File: config.mk
export PLATFORM = sky130hd
export DESIGN_NAME = alu_op_sequencer
export DESIGN_NICKNAME = d
export VERILOG_FILES = /design/src/rtl/alu_op_sequencer.sv
export SDC_FILE = /design/constraint.sdc
export NUM_CORES = 1
export LEC_CHECK = 0
export ABC_AREA = 0
export BUFFER_PORTS_ARGS = -buffer_cell sky130_fd_sc_hd__buf_2
export CORE_MARGIN = 4
export CORE_UTILIZATION = 40
export CTS_BUF_LIST = sky130_fd_sc_hd__clkbuf_8
export DETAILED_ROUTE_END_ITERATION = 10
export GPL_TIMING_DRIVEN = 0
export PLACE_DENSITY = 0.56
export SLEW_MARGIN = 5
export SYNTH_ARGS = -nofsm -noshare
export SYNTH_HDL_FRONTEND = slang
export SYNTH_SLANG_ARGS = --single-unit
File: constraint.sdc
create_clock -name clk -period 2.41 [get_ports clk]
set_input_delay 0.241 -clock clk [delete_from_list [all_inputs] [get_ports clk]]
set_output_delay 0.241 -clock clk [all_outputs]
set_load 0.05 [all_outputs]
File: src/rtl/alu_op_sequencer.sv
// alu_op_sequencer: 3-state IDLE/EXEC/WB sequencer with a 4x4 register file, an inline 4-bit ALU, and in/out valid-ready handshakes
module alu_op_sequencer #(
  parameter int RET_W = 8
) (
  input  logic             clk,
  input  logic             rst,
  input  logic             in_valid,
  output logic             in_ready,
  input  logic [9:0]       instr,
  output logic             out_valid,
  input  logic             out_ready,
  output logic [3:0]       out_data,
  output logic [1:0]       out_addr,
  output logic             busy,
  output logic [RET_W-1:0] retired
);
  typedef enum logic [1:0] {IDLE, EXEC, WB} state_t;
  state_t state, state_nx;
  logic [3:0] rf [4];
  logic       ld_q;
  logic [2:0] op_q;
  logic [1:0] rd_q;
  logic [3:0] imm_q, op_a, op_b, res, alu_rd;
  assign in_ready  = state == IDLE;
  assign busy      = state != IDLE;
  assign out_valid = state == WB;
  assign out_data  = res;
  assign out_addr  = rd_q;
  always_comb begin
    alu_rd = op_q == 3'd0 ? op_a - op_b :
             op_q == 3'd1 ? op_a + op_b :
             op_q == 3'd2 ? op_a | op_b :
             op_q == 3'd3 ? op_a & op_b :
             op_q == 3'd4 ? {op_b[3], op_b[3:1]} :
             op_q == 3'd5 ? {op_a[2:0], op_a[3]} :
             op_q == 3'd6 ? {3'b000, op_a < op_b} :
                            {3'b000, op_a == op_b};
  end
  always_comb begin
    state_nx = state;
    case (state)
      IDLE:    state_nx = in_valid ? EXEC : IDLE;
      EXEC:    state_nx = WB;
      WB:      state_nx = out_ready ? IDLE : WB;
      default: state_nx = IDLE;
    endcase
  end
  always_ff @(posedge clk or posedge rst) begin
    if (rst) begin
      state   <= IDLE;
      rf      <= '{default: '0};
      ld_q    <= 1'b0;
      op_q    <= '0;
      rd_q    <= '0;
      imm_q   <= '0;
      op_a    <= '0;
      op_b    <= '0;
      res     <= '0;
      retired <= '0;
    end else begin
      state <= state_nx;
      if (state == IDLE && in_valid) begin
        ld_q  <= instr[9];
        op_q  <= instr[8:6];
        rd_q  <= instr[5:4];
        imm_q <= instr[3:0];
        op_a  <= rf[instr[3:2]];
        op_b  <= rf[instr[1:0]];
      end
      if (state == EXEC) begin
        res      <= ld_q ? imm_q : alu_rd;
        rf[rd_q] <= ld_q ? imm_q : alu_rd;
      end
      if (state == WB && out_ready) retired <= retired + 1'b1;
    end
  end
endmodule

---- Yosys cells after proc, flatten, opt, wreduce, memory -nomap -nowiden ----
Cells that the tools add are included.
storage, ports and cells
  word-level logic and storage cells ...... 61
  flip-flop bits (word level) ............. 48
  output and inout bits ................... 17
  input port bits ......................... 14
operators by class
  equal/unequal tests ..................... 9
  bitwise logic cells ..................... 5
  $add $sub $neg .......................... 3
  reductions and logical operators ........ 6
  mux-type cells .......................... 20
  magnitude comparators ................... 5
operators with widths
  operator                                                    number
  2-to-1 mux 4 bit                                            12
  binary-select mux 4 bit (select 2 bit)                      2
  bitwise mux 16 bit                                          1
  equality test 3 bit, second input constant                  3
  greater-or-equal comparator 3 bit, second input constant    3
  NOT 2 -> 3 bit                                              3
  adder 8 x 1 -> 8 bit, second input constant                 1
  demux 4 bit (select 2 bit)                                  1
  equality test 3 x 2 -> 1 bit, second input constant         2
  case mux 2 bit (3 select lines)                             1
  adder 4 bit                                                 1
  AND 4 bit                                                   1
  equality test 4 bit                                         1
  less-than comparator 4 bit                                  1
  OR 4 bit                                                    1
  subtractor 4 bit                                            1
  equality test 3 x 1 -> 1 bit, second input constant         1
  logical AND 1 bit                                           3
  logical NOT 3 bit                                           1
  less-than comparator 3 x 1 -> 1 bit, second input constant  1
  equality test 2 x 1 -> 1 bit, second input constant         1
  equality test 2 bit, second input constant                  1
  logical NOT 2 bit                                           1
  2-to-1 mux 1 bit                                            2
  other kinds (2)                                             2

---- Longest topological paths before layout ----
  word-level depth ........................ 10
  gate-level depth with buffers ........... 9
  gate-level depth less buffers ........... 9

---- Worst setup path after synthesis ----
OpenSTA, ideal clock, no wires.
  kind .................................... reg2reg
  start point ............................. register state[1]
  end point ............................... register imm_q[0]
  period minus slack after synthesis ...... 1968 ps
  stages on the path, launching flop included .. 7
  path buffers ............................ 2
  setup time .............................. 127 ps
  data required time ...................... 2283 ps
  slack ................................... 442 ps
  arrival time ............................ 1841 ps
  cells stage by stage .................... dfrtp_1 -> or2_1 -> inv_2 -> and2_1 -> buf_6 -> buf_6 -> mux2_1
on the way
  word-level cells in the longest chain between the ends .. 2
RTL lines
  item                    line  RTL
  from (decl)             18    state_t state, state_nx;
  from (signal assigned)  61    state <= state_nx;
  logical NOT 2 bit       --
  named net in_ready      8     output logic in_ready,
  logical AND 1 bit       62    if (state == IDLE && in_valid) begin
  to (signal assigned)    66    imm_q <= instr[3:0];
  to (decl)               23    logic [3:0] imm_q, op_a, op_b, res, alu_rd;
The timed path passes the listed nets, and every way through them passes these cells.
A chain may end at the register's enable or synchronous reset.

---- Final worst setup path ----
  start point ............................. register op_a[1]
  end point ............................... register res[3], in the netlist out_data[3]
on the way
  word-level cells in the longest chain between the ends .. 4
  elaborated cells between the ends (all ways) .. 5
  classes of those cells .................. 2 x add/sub; 3 x mux
RTL lines
  item                    line  RTL
  from (decl)             23
  from (signal assigned)  67    op_a <= rf[instr[3:2]];
  adder 4 bit             31    op_q == 3'd1 ? op_a + op_b :
  2-to-1 mux 4 bit        31
  2-to-1 mux 4 bit *      30    alu_rd = op_q == 3'd0 ? op_a - op_b :
  2-to-1 mux 4 bit *      71    res <= ld_q ? imm_q : alu_rd;
  to (signal assigned)    71
  to (decl)               23
Every way passes the cells marked *; elsewhere a longest branch is shown, timed or not.

==> impl_metrics.tcl <==
set metrics [dict create \
    yosysWarnings 0 \
    hold_violations 0 \
    nNetsFinal 315 \
    synth_top_family_by_area "simple AND/OR/NAND/NOR gates" \
    synth_cells 247 \
    grt_setup_unrepaired "no" \
    crit_chain "inv_1 > ha_1 > a21oi_1 > mux2_2 > nand3_2 > a221oi_4 > o31ai_1" \
    peakVddDrop_mv 0.678 \
    post-dp-hpwl_um 4290 \
    r2r_end "out_data[3]" \
    r2r-start "op_a[1]" \
    initial_core_util_pct 41.7 \
    startpoint_type "flip-flop" \
    clkSlewWorstSetupHoldPaths_ps 80 \
    power_density_nw_per_um2 1370 \
    crit_type "reg2reg" \
    ys_seq_area_share_pct 44.6 \
    hold_start "instr[5]" \
    clock_path_buffers 2 \
    antenna_left 0 \
    synth_area_sq_um 2700 \
    grt_use_total_pct 14.2 \
    yosys-mux-area-fraction_pct 12.7 \
    hold_slack_ps 158 \
    fillCellCount 618 \
    syn_nets 276 \
    clock-sinks 48 \
    ys_ff_latch 48 \
    setup-tns-final_ps 0 \
    end_kind "flip-flop" \
    via_per_inst 5.16 \
    area_growth_pct 13.8 \
    clock_skew_ps 3.69 \
    critical_path.max_stage_delay_ps 470 \
    worst_hold_path_type "in2reg" \
    antenna_found_initial 0 \
    ctsResizeCount 0 \
    synth-simple-area-share_pct 14.8 \
    fin_ws_ps 293 \
    wirelength_um 5540 \
    slowest_stage "dfrtp_1" \
    synth_compound_area_share_pct 13.0 \
    gp_congestion 0.780 \
    coreArea_sq_um 6460 \
    leakage_nw 1.40 \
    async_reset_ff_share_pct 100 \
    rows 29 \
    hold_depth 2 \
    grt_pass1_wl_um 9540 \
    cts_tree "yes" \
    fin_util_pct 47.5 \
    die_x_um 90.1 \
    port_buffers 30 \
    fmax_mhz 472 \
    hold_end "out_addr[1]" \
    ff_latch_area_sq_um 1200 \
    cts-root-buf "clkbuf_8" \
    io_pins 31 \
    outcome "finished, final reports clean" \
    dieArea_sq_um 8120 \
    critPathArrivalTime_ps 2280 \
    required_ps 2570 \
    ys.flop_type "dfrtp_1" \
    timing.max_cap.violations 0 \
    cp_max_fo 5 \
    synthXorXnorAreaFrac_pct 2.92 \
    first_pass_iters 4 \
    layout-drive-gt1-share_pct 23.4 \
    grt_max_degree 26 \
    synthAdderAreaFrac_pct 7.52 \
    synth_edf_count 0 \
    die_h_um 90.1 \
    finalPower_w 0.00420 \
    synth.avg_cell_area_sq_um 10.9 \
    pre_cts_ws_ps 316 \
    numCtsBuffers 5 \
    multi_input_comb_area_sq_um 1370 \
    grt_pass1_vias 1953 \
    reg2regPathDepth 7 \
    diodes 0 \
    rrSetupSlack_ps 290 \
    h-tree-depth 2 \
    period_minus_slack_ps 2120 \
    setup_viol_count_final 0 \
    vias 1872 \
    overflow 0 \
    slew-limit-headroom_pct 64.5 \
    wire_per_inst_um 15.3 \
    drcViolationCount 0 \
    drt-initial-drc-count 103 \
    cts_setup_buffers 0 \
    clk_latency_ps 290 \
    worst_pin_slew_ps 532 \
    fin_crit_sh_pct 87.8 \
    finalMaxSlewViolations 0 \
    yosysUniqueCellTypes 50 \
]
-- stage by stage --
stage                     area [sq um]  cells
after floorplan                   2700    247
after global placement            2940    354
after detailed placement          2960    355
after CTS                         3070    363
after global routing              3070    363
final                             3070    363
-- cell usage in the layout, fill, tap and decap left out, types with 6 or more instances in the layout --
| cell | count |
|---|---|
| nand2b_1 | 8 |
| mux4_2 | 8 |
| ha_1 | 13 |
| mux2_1 | 11 |
| clkbuf_8 | 7 |
| inv_1 | 14 |
| o21ai_1 | 27 |
| xnor2_1 | 6 |
| dfrtp_1 | 48 |
| buf_2 | 33 |
| nor2_1 | 8 |
| nand2_1 | 35 |
-- repair_timing --
action                                 CTS  global route
hold buffers                             1             0
setup endpoints to repair                0             0
endpoints found under the hold margin   23             0
-- worst max-delay path, delay by kind of cell, from the launching register on --
family,cells,cell delay [ps]
AO/OA/AOI/OAI,3,740
adder cells (fa/ha/maj),1,360
buffers and inverters,1,150
flip-flops,1,470
multiplexers,1,180
AND/OR/NAND/NOR,1,90
-- routing by layer --
metal / track usage (%) / vias up / part of all wire [%]
li1: - / 943 / -
met2: 23.6 / 23 / 49
met4: 3.83 / 0 / 0.90
met5: 0 / - / 0
met1: 19.3 / 902 / 48
met3: 2.50 / 4 / 2.3
-- flip-flops by register name (all words and copies together), names as in the netlist, 2 cells and up --
name	cells
out_addr	2
rf	16
state	2
retired	8
out_data	4
op_q	3
op_b	4
op_a	4
imm_q	4
-- worst max-delay path by stage --
stage                       end  slack [ps]  startpoint  cells past startpoint
floorplan              imm_q[0]         440    state[1]                      6
global placement          rf[3]         280     op_a[1]                      7
detailed placement  out_data[3]         320     op_a[1]                      7
CTS                 out_data[3]         290     op_a[1]                      7
global route        out_data[3]         120     op_a[1]                      7
finish              out_data[3]         290     op_a[1]                      7
-- synth_stat cells (all sizes together), types with 2 or more instances --
master | number | area (sq um)
nor3b | 3 | 27.5
a21oi | 3 | 18.8
mux4 | 8 | 180
nand4b | 2 | 17.5
a32oi | 2 | 17.5
xor2 | 3 | 26.3
nand2 | 35 | 131
ha | 13 | 163
nor2 | 8 | 30.0
clkbuf | 2 | 7.51
nand3 | 5 | 30.0
nand3b | 3 | 22.5
inv | 16 | 60.1
dfrtp | 48 | 1200
fa | 2 | 40.0
mux2 | 14 | 161
o221ai | 2 | 17.5
o31ai | 5 | 37.5
xnor2 | 6 | 52.6
buf | 7 | 56.3
nand2b | 8 | 50.1
o21ai | 32 | 168
nor2b | 3 | 18.8
-- cell type report --
| type | count | area share [%] |
|---|---|---|
| Buffer | 9 | 2.08 |
| Clock buffer | 7 | 3.14 |
| Inverter | 16 | 1.96 |
| Multi-Input combinational cell | 174 | 44.7 |
| Sequential cell | 48 | 39.2 |
| Tap cell | 77 | 3.14 |
| Timing Repair Buffer | 32 | 5.87 |
-- power by group --
group | total (W) | internal [W] | switching [W]
logic | 0.00226 | 0.000867 | 0.00140
registers | 0.00143 | 0.00113 | 0.000295
clock network | 0.000505 | 0.000256 | 0.000249
total | 0.00420 | 0.00226 | 0.00194
-- cell families after synthesis --
| family | Yosys count |
|---|---|
| AND/OR/NAND/NOR | 76 |
| AO/OA/AOI/OAI | 52 |
| flip-flops | 48 |
| buffers and inverters | 25 |
| multiplexers | 22 |
| adder cells (fa/ha/maj) | 15 |
| XOR/XNOR | 9 |
Note: power is estimated with default switching activity, not from simulation.
